--- config.mk ---
export PLATFORM = sky130hd
export DESIGN_NAME = fifo_spram_reader
export DESIGN_NICKNAME = d
export VERILOG_FILES = /design/src/rtl/fifo_spram_reader.sv
export SDC_FILE = /design/constraint.sdc
export NUM_CORES = 1
export LEC_CHECK = 0
export BUFFER_PORTS_ARGS = -buffer_cell sky130_fd_sc_hd__buf_2
export CAP_MARGIN = 20
export CELL_PAD_IN_SITES_DETAIL_PLACEMENT = 1
export CELL_PAD_IN_SITES_GLOBAL_PLACEMENT = 1
export CORE_MARGIN = 4
export CORE_UTILIZATION = 39
export CTS_BUF_LIST = sky130_fd_sc_hd__clkbuf_16
export CTS_CLUSTER_DIAMETER = 200
export DETAILED_ROUTE_END_ITERATION = 8
export HOLD_SLACK_MARGIN = 0.1
export MAX_ROUTING_LAYER = met4
export PLACE_DENSITY_LB_ADDON = 0.1
export SYNTH_ARGS = -nofsm -noshare
export SYNTH_HDL_FRONTEND = slang
export SYNTH_SLANG_ARGS = --single-unit
--- constraint.sdc ---
create_clock -name clk -period 2.84 [get_ports clk]
set_input_delay 0.284 -clock clk [delete_from_list [all_inputs] [get_ports clk]]
set_output_delay 0.284 -clock clk [all_outputs]
set_load 0.02 [all_outputs]
--- src/rtl/fifo_spram_reader.sv ---
// fifo_spram_reader: pulls bytes from a one-cycle-latency SPRAM FIFO into a 2-entry skid buffer.
// Reads stall on FIFO write cycles, since the shared SPRAM address then points at the write pointer.
module fifo_spram_reader #(
  parameter int WIDTH = 8,
  parameter int SKID  = 2
) (
  input  logic             clk,
  input  logic             reset,
  input  logic             fifo_data_available,
  input  logic             fifo_write_strobe,
  input  logic [WIDTH-1:0] fifo_read_data,
  output logic             fifo_read_strobe,
  output logic             out_valid,
  input  logic             out_ready,
  output logic [WIDTH-1:0] out_data
);
  logic [1:0]       r_occ;
  logic             r_inflight;
  logic [WIDTH-1:0] r_d0, r_d1;
  logic             w_pop;
  logic [2:0]       w_level;
  logic [1:0]       w_wi;
  assign out_valid = r_occ != 2'd0;
  assign out_data  = r_d0;
  assign w_pop     = out_valid && out_ready;
  assign w_level   = {1'b0, r_occ} + {2'b0, r_inflight} - {2'b0, w_pop};
  assign w_wi      = r_occ - {1'b0, w_pop};
  // counting the inflight fetch keeps a capture from ever landing in a full buffer
  assign fifo_read_strobe = fifo_data_available && !fifo_write_strobe && !reset && (w_level < 3'(SKID));
  always_ff @(posedge clk) begin
    if (reset) begin
      r_occ      <= '0;
      r_inflight <= 1'b0;
      r_d0       <= '0;
      r_d1       <= '0;
    end else begin
      r_inflight <= fifo_read_strobe;
      r_occ      <= r_occ + {1'b0, r_inflight} - {1'b0, w_pop};
      r_d0       <= (r_inflight && w_wi == 2'd0) ? fifo_read_data : w_pop ? r_d1 : r_d0;
      r_d1       <= (r_inflight && w_wi == 2'd1) ? fifo_read_data : r_d1;
    end
  end
endmodule

=== Yosys cells after proc, flatten, opt, wreduce, memory -nomap -nowiden ===
Index checks and enable logic that the tools add are counted.
W data, S select, Z words.

* Reductions and logical operators: 11
* $lt $le $gt $ge: 1
* Shift-type cells: 0
* Equality and inequality tests: 1
* Muxes and demuxes: 2
* Multipliers: 0
* Add/subtract/negate cells: 5
* Div/mod/pow operators: 0
* Bitwise logic cells: 0

{| class="wikitable"
|+ Operators with widths
! operator !! number
|-
| $mux W8 || 2
|-
| $logic_and A1 B1 Y1 || 6
|-
| $reduce_bool A2 Y1 || 2
|-
| $sub A2 B1 Y2 || 2
|-
| $add A2 B1 Y3 || 1
|-
| $lt A3 B2 Y1 const B || 1
|-
| $sub A3 B1 Y3 || 1
|-
| $add A2 B1 Y2 || 1
|-
| $eq A2 B1 Y1 const B || 1
|-
| $logic_not A1 Y1 || 2
|-
| $logic_not A2 Y1 || 1
|}

* RAM bits: 0
* ROM bits: 0
* Word-level logic and storage cells: 24
* Memories kept: 0
* Register bits after elaboration: 19
* Output and inout port bits: 10
* Bits in latches: 0
* Input bits: 13

=== Logic depth before layout (Yosys ltp) ===
Gate-level depths: netlist of run 1.

* Depth in word-level cells: 6
* Gate-level depth with buffers: 8
* Mapped depth without buffers: 7

=== Least setup slack after synthesis of run 1 ===
Ideal clock, no wire load.

* Path kind: register to output
* From: register r_occ[1]
* To: output fifo_read_strobe
* Data arrival time: 2419 ps
* Buffers on the path: 1
* Slack: 137 ps
* Required time: 2556 ps
* Cell stages (with the launch flop): 9
* Cells stage by stage: dfxtp_1 -> o21ai_0 -> buf_2 -> or2_2 -> nand2_1 -> ha_1 -> fa_1 -> nand2b_1 -> nor4_1

* Cells in the longest elaborated chain, start to end: 5
* Elaborated cells on any way between the ends: 6
* Those cells by class: add/sub (2); order compare (1); reduce/logical (3)

{| class="wikitable"
|+ Ends and longest elaborated chain
! what !! line !! RTL
|-
| start, declared || 17 || <nowiki>logic [1:0] r_occ;</nowiki>
|-
| start signal, assigned || 38 || <nowiki>r_occ <= r_occ + {1'b0, r_inflight} - {1'b0, w_pop};</nowiki>
|-
| parallel branches: the longest is 2 deep, another holds $add A2 B1 Y3 || -- ||
|-
| $sub A3 B1 Y3 (*) || 26 || <nowiki>assign w_level = {1'b0, r_occ} + {2'b0, r_inflight} - {2'b0, w_pop};</nowiki>
|-
| net w_level[1] || 21 || <nowiki>logic [2:0] w_level;</nowiki>
|-
| $lt A3 B2 Y1 (*) || 29 || <nowiki>assign fifo_read_strobe = fifo_data_available && !fifo_write_strobe && !reset && (w_level < 3'(SKID));</nowiki>
|-
| $logic_and A1 B1 Y1 (*) || 29 ||
|-
| end, declared || 12 || <nowiki>output logic fifo_read_strobe,</nowiki>
|}

Mark *: on every way through the listed nets, which the timed path passes.

=== Worst setup path in the final report of run 1 ===
Ends and elaborated chain as after synthesis.

==> impl_metrics.csv, run 1 <==
group,metric,value,unit
outcome,status,"completed",
power_and_ir_drop,leakage,0.515,nW
drt,post_drt_wl_per_cell,14.1,um
setup_path,cp.required,2.56,ns
setup_path,cp_max_fo,6,
floorplanning,die_w,58.2,um
drt,met3_length,94,um
timing,setup-tns-final,0,ns
cells_and_area,design_area,1170,um^2
setup_path,critPathBufInv,1,
power_and_ir_drop,design_power_total,0.000896,W
global_routing,grt_pass1_wl,3.49,mm
timing,max_slew_margin,0.527,
clock_network,hold_buffers,0,
setup_path,arrival,2.35,ns
global_routing,grt_pass1_vias,760,
synth,syn_nets,109,
clock_network,cts-root-buf,"clkbuf_16",
power_and_ir_drop,p_per_area,767,nW/um^2
timing,min_period_over_period,0.927,
setup_path,worstRegToRegCells,7,
synth,synth_warnings,0,
drt,met1_length,903,um
clock_network,clk_pin_slew,0.05,ns
synth,yosysUniqueCellTypes,20,
cells_and_area,synthToLayoutAreaGrowth,18.7,%
timing,period_needed,2.63,ns
worst_hold_path,hold_start,"fifo_write_strobe",
setup_path,cp_slowest_stage_delay,0.43,ns
clock_network,cts_tree,"built",
global_routing,overflow,0,
job,drv_cap,0,
setup_path,crit_type,"reg -> out",
setup_path,r2r-start,"r_occ[1]$_SDFF_PP0_",
place,finalWeightedCongestion,0.797,
clock_network,numCtsBuffers,3,
global_routing,grt_max_degree,29,
setup_path,rrSetupSlack,0.87,ns
drt,firstDrtPassIters,4,
setup_path,crit_path_end_kind,"output pin",
drt,ant_nets,0,
drt,highest-signal-layer,"met4",
timing,tightestPinTransition,0.710,ns
floorplanning,start_util,0.428,
synth,ys_seq_elements,19,
setup_path,crit_slowest_cell,"fa_1",
drt,wirelength,2.02,mm
floorplanning,core,2300,um^2
timing,worst_clock_skew,0.00186,ns
place,port_buffers,22,
clock_network,clockBufferDepth,2,
timing,hold_violations,0,
drt,drcViolationCount,0,
worst_hold_path,min_to,"r_inflight$_SDFF_PP0_",
floorplanning,fp-row-count,17,
floorplanning,die_h,58.2,um
cells_and_area,drive_gt1_frac,0.348,
floorplanning,io-pin-count,23,
timing,rsz0062_at_grt,"no",
global_routing,grt_usage,0.138,
setup_path,crit_path_start_kind,"flip-flop",
drt,vias,744,
clock_network,cts_max_level,1,
synth,synth_cells,94,
synth,syn_area,983,um^2
timing,max_freq,380,MHz
clock_network,clkLatencyLatePin,0.25,ns
timing,setup_violations,0,
place,hpwl,1.50,mm
place,placed_area,1090,um^2
cells_and_area,final_nets,131,
cells_and_area,antenna_cells,0,
setup_path,crit_chain,"o21ai_1 > or2_2 > nand2_1 > ha_1 > fa_1 > nand2b_1 > nor4_1 > buf_2",
clock_network,clkSinkCount,19,
worst_hold_path,min_path_type,"in -> reg",
synth,syn_avg_cell_area,10.5,um^2
clock_network,postCtsSetupRepairBufs,0,
setup_path,r2r-end,"r_inflight$_SDFF_PP0_",
floorplanning,die_area,3390,um^2
drt,wl_met2,1.00,mm
drt,drt_iter0_drc,9,
drt,viasPerCell,5.20,
global_routing,grt_antenna_before_repair,0,
timing,maxSlewViolCount,0,
power_and_ir_drop,ir_drop,0.000447,V
clock_network,ctsResizeCount,0,
setup_path,cp_top_family,"simple AND/OR/NAND/NOR gates",
synth,seq_area_frac_synth,0.387,
worst_hold_path,hold_depth,2,
-- area by class of cell --
type,count,area [um^2]
clock buffers,3,75.1
clock inverters,1,3.75
fillers,274,1130
inverters,1,3.75
multi-input cells,66,537
flip-flops and latches,19,380
well taps,28,35.0
repair buffers,25,133
-- cells by family after synthesis --
kind of cell | count (synthesis) | synth area share
xor gates and xnor gates | 1 | 0.00891
DFF | 19 | 0.387
adders and majority gates | 2 | 0.0331
AOI/OAI and AO/OA | 10 | 0.116
muxes | 16 | 0.163
and+or+nand+nor | 37 | 0.225
buffers and inverters | 9 | 0.0674
-- cells in the final DEF, fill, tap and decap left out, drive strengths merged, types with 2 or more instances in the layout --
cell	synthesis	layout
buf	6	25
or2	3	3
clkbuf	2	3
nand2b	18	18
nor3	8	8
dfxtp	19	19
nor4	2	2
mux2i	16	16
inv	1	2
nand2	2	2
nor2b	3	3
a211oi	8	8
-- through the flow --
stage | utilization | hold WS (ns) | cells | setup slack [ns]
after floorplan | - | 0.362 | 94 | 0.137
after global placement | 0.474 | 0.459 | 139 | 0.554
after detailed placement | 0.474 | 0.470 | 139 | 0.473
after CTS | 0.508 | 0.210 | 143 | 0.183
after global routing | 0.508 | 0.217 | 143 | 0.0178
final | 0.508 | 0.214 | 143 | 0.206
-- routing by layer --
metal  GRT usage  vias up
li1            -      373
met1       0.148      356
met2       0.245       13
met3      0.0468        2
met4      0.0298        0
met5           -        -
-- flip-flops by register name, indices dropped and copies added (netlist names) --
name / count
out_data: 8
r_d1: 8
r_inflight: 1
r_occ: 2
-- power breakdown --
part           switching [W]  internal (W)  leakage [nW]
sequential         0.0000266      0.000306         0.154
combinational       0.000156      0.000127         0.319
clock              0.0000930      0.000187        0.0423
total               0.000276      0.000620         0.515
-- worst max-delay path by stage --
stage | start | end | slack, ns | cells after the start
after floorplan | r_occ[1]$_SDFF_PP0_ | fifo_read_strobe | 0.14 | 8
after global placement | r_occ[1]$_SDFF_PP0_ | fifo_read_strobe | 0.55 | 8
after detailed placement | r_occ[1]$_SDFF_PP0_ | fifo_read_strobe | 0.47 | 8
after CTS | r_occ[1]$_SDFF_PP0_ | fifo_read_strobe | 0.18 | 8
after global routing | r_occ[1]$_SDFF_PP0_ | fifo_read_strobe | 0.02 | 8
final | r_occ[1]$_SDFF_PP0_ | fifo_read_strobe | 0.21 | 8
-- cells in the mapped netlist --
library cell | instances | area [um^2]
and4b_2 | 1 | 11.3
o21ai_0 | 1 | 5.00
nor3_1 | 8 | 40.0
nor4_1 | 2 | 12.5
nor2b_1 | 3 | 18.8
or2_2 | 2 | 12.5
nand2b_1 | 18 | 113
buf_6 | 4 | 45.0
a31o_2 | 1 | 8.76
inv_1 | 1 | 3.75
a211oi_2 | 8 | 100
mux2i_1 | 16 | 160
nand2_1 | 2 | 7.51
ha_1 | 1 | 12.5
clkbuf_1 | 2 | 7.51
dfxtp_1 | 19 | 380
or2_0 | 1 | 6.26
buf_2 | 2 | 10.0
fa_1 | 1 | 20.0
xnor2_1 | 1 | 8.76
Note: power is estimated with default switching activity, not from simulation.
==> inputs of run 2 (changes only) <==
CORE_UTILIZATION = 42   (was 39)
CTS_BUF_LIST = sky130_fd_sc_hd__clkbuf_4 sky130_fd_sc_hd__clkbuf_8   (was sky130_fd_sc_hd__clkbuf_16)
SKIP_CTS_REPAIR_TIMING = 1   (was not set)
==> run 2 against run 1 <==
Effect of this change:
- sequential cell count unchanged
- register-to-register slack improved by 0.06 ns
- critical path depth unchanged
- cell area decreased by 4.8%
- count of clock-buffer cells in the layout unchanged
- global-route usage increased by 0.61 points
- worst setup slack improved by 0.0022 ns
- largest cell class unchanged
==> impl_metrics.csv, run 2 (same netlist as run 1, synthesis figures left out) <==
group,metric,value,unit
outcome,status,"completed",
cells_and_area,synthToLayoutAreaGrowth,13.0,%
global_routing,grt_pass1_vias,725,
clock_network,cts_max_level,1,
timing,hold_violations,0,
timing,max_slew_margin,0.487,
cells_and_area,layout_common_cells,"buf_2 (22), nand2b_1 (18), dfxtp_1 (17), mux2i_1 (16)",
worst_hold_path,min_path_type,"in -> reg",
clock_network,numCtsBuffers,3,
cells_and_area,design_area,1110,um^2
global_routing,grt_max_degree,29,
power_and_ir_drop,p_per_area,671,nW/um^2
place,port_buffers,22,
setup_path,r2r-start,"r_occ[1]$_SDFF_PP0_",
setup_path,crit_path_start_kind,"flip-flop",
setup_path,arrival,2.35,ns
setup_path,crit_chain,"o21ai_1 > or2_2 > nand2_1 > ha_1 > fa_1 > nand2b_1 > nor4_1 > buf_2",
setup_path,crit_slowest_cell,"fa_1",
drt,post_drt_wl_per_cell,14.6,um
timing,max_freq,380,MHz
setup_path,setup.worst_path.end,"fifo_read_strobe",
timing,tightestPinTransition,0.769,ns
global_routing,grt_usage,0.144,
drt,wirelength,2.07,mm
drt,drcViolationCount,0,
timing,rsz0062_at_grt,"no",
timing,min_period_over_period,0.927,
setup_path,crit_type,"reg -> out",
floorplanning,die_w,56.4,um
floorplanning,io-pin-count,23,
floorplanning,core,2210,um^2
floorplanning,start_util,0.445,
drt,ant_nets,0,
setup_path,cp_max_fo,6,
setup_path,startpoint,"r_occ[1]$_SDFF_PP0_",
clock_network,clkSinkCount,19,
drt,viasPerCell,5.18,
floorplanning,die_h,56.4,um
setup_path,cp_slowest_stage_delay,0.42,ns
place,hpwl,1.50,mm
drt,drt_iter0_drc,9,
power_and_ir_drop,ir_drop,0.000376,V
setup_path,worstRegToRegCells,7,
power_and_ir_drop,leakage,0.487,nW
clock_network,clk_pin_slew,0.11,ns
clock_network,clockBufferDepth,2,
global_routing,overflow,0,
cells_and_area,n_fill_cell,257,
place,placed_area,1080,um^2
cells_and_area,final_common_cell,"buf_2",
drt,firstDrtPassIters,4,
timing,maxSlewViolCount,0,
setup_path,crit_path_end_kind,"output pin",
timing,setup-tns-final,0,ns
cells_and_area,final_nets,130,
global_routing,grt_antenna_before_repair,0,
cells_and_area,antenna_cells,0,
setup_path,r2r-end,"r_inflight$_SDFF_PP0_",
drt,vias,736,
cells_and_area,drive_gt1_frac,0.368,
timing,period_needed,2.63,ns
clock_network,cts_tree,"built",
floorplanning,die_area,3180,um^2
floorplanning,fp-row-count,17,
setup_path,cp.required,2.56,ns
timing,setup_violations,0,
timing,whs,0.155,ns
timing,worst_clock_skew,0.00120,ns
global_routing,grt_pass1_wl,3.51,mm
setup_path,rrSetupSlack,0.93,ns
clock_network,clkLatencyLatePin,0.29,ns
clock_network,cts-root-buf,"clkbuf_4",
job,drv_cap,0,
place,finalWeightedCongestion,0.724,
[run 2: cell count changes in the layout (fill, tap and decap cells not counted)]
cell,previous run,this run
buf_4,3,2
clkbuf_16,3,0
clkbuf_4,0,3
clkinv_2,0,1
dfxtp_1,19,17
dfxtp_2,0,2
inv_1,2,1
[run 2: worst min path at each step]
stage | from | to | slack, ns | depth (start not counted)
final | fifo_write_strobe | r_inflight$_SDFF_PP0_ | 0.15 | 2
after global routing | fifo_write_strobe | r_inflight$_SDFF_PP0_ | 0.15 | 2
after CTS | fifo_write_strobe | r_inflight$_SDFF_PP0_ | 0.15 | 2
after detailed placement | fifo_write_strobe | r_inflight$_SDFF_PP0_ | 0.47 | 2
after global placement | r_d1[7]$_SDFFE_PP0P_ | r_d1[7]$_SDFFE_PP0P_ | 0.46 | 2
after floorplan | fifo_write_strobe | r_inflight$_SDFF_PP0_ | 0.36 | 1
[run 2: critical path: cells and delay by family (launching register included)]
| family | cells | cell delay (ns) |
|---|---|---|
| AO/OA/AOI/OAI | 1 | 0.11 |
| AND/OR/NAND/NOR | 4 | 0.77 |
| buffers and inverters | 1 | 0.21 |
| flip-flops | 1 | 0.39 |
| adder cells (fa/ha/maj) | 2 | 0.57 |
[run 2: area by class of cell]
cell class                 count  area (um^2)  area share
multi-input combinational     66          537       0.483
sequential                    19          383       0.345
timing repair buffer          24          125       0.113
tap                           28         35.0      0.0315
clock buffer                   3         22.5      0.0203
clock inverter                 1         5.00     0.00450
inverter                       1         3.75     0.00338
[run 2: power by group]
part | switching, W | total, W | internal [W]
Combinational | 0.000154 | 0.000275 | 0.000121
Sequential | 0.0000267 | 0.000334 | 0.000307
Clock | 0.0000843 | 0.000137 | 0.0000523
[run 2: metrics by stage]
stage / cells / worst slack [ns] / power [W] / utilization
floorplan: 94 / 0.137 / 0.000547 / -
global placement: 138 / 0.558 / 0.000612 / 0.489
detailed placement: 138 / 0.478 / 0.000617 / 0.489
CTS: 142 / 0.116 / 0.000755 / 0.501
global route: 142 / 0.00879 / 0.000799 / 0.502
finish: 142 / 0.208 / 0.000746 / 0.502
[run 2: layer usage]
metal / track usage / vias up / wire (um)
li1: - / 367 / -
met1: 0.187 / 354 / 980
met2: 0.227 / 13 / 993
met3: 0.0230 / 2 / 78
met4: 0.0508 / 0 / 20
met5: - / - / 0
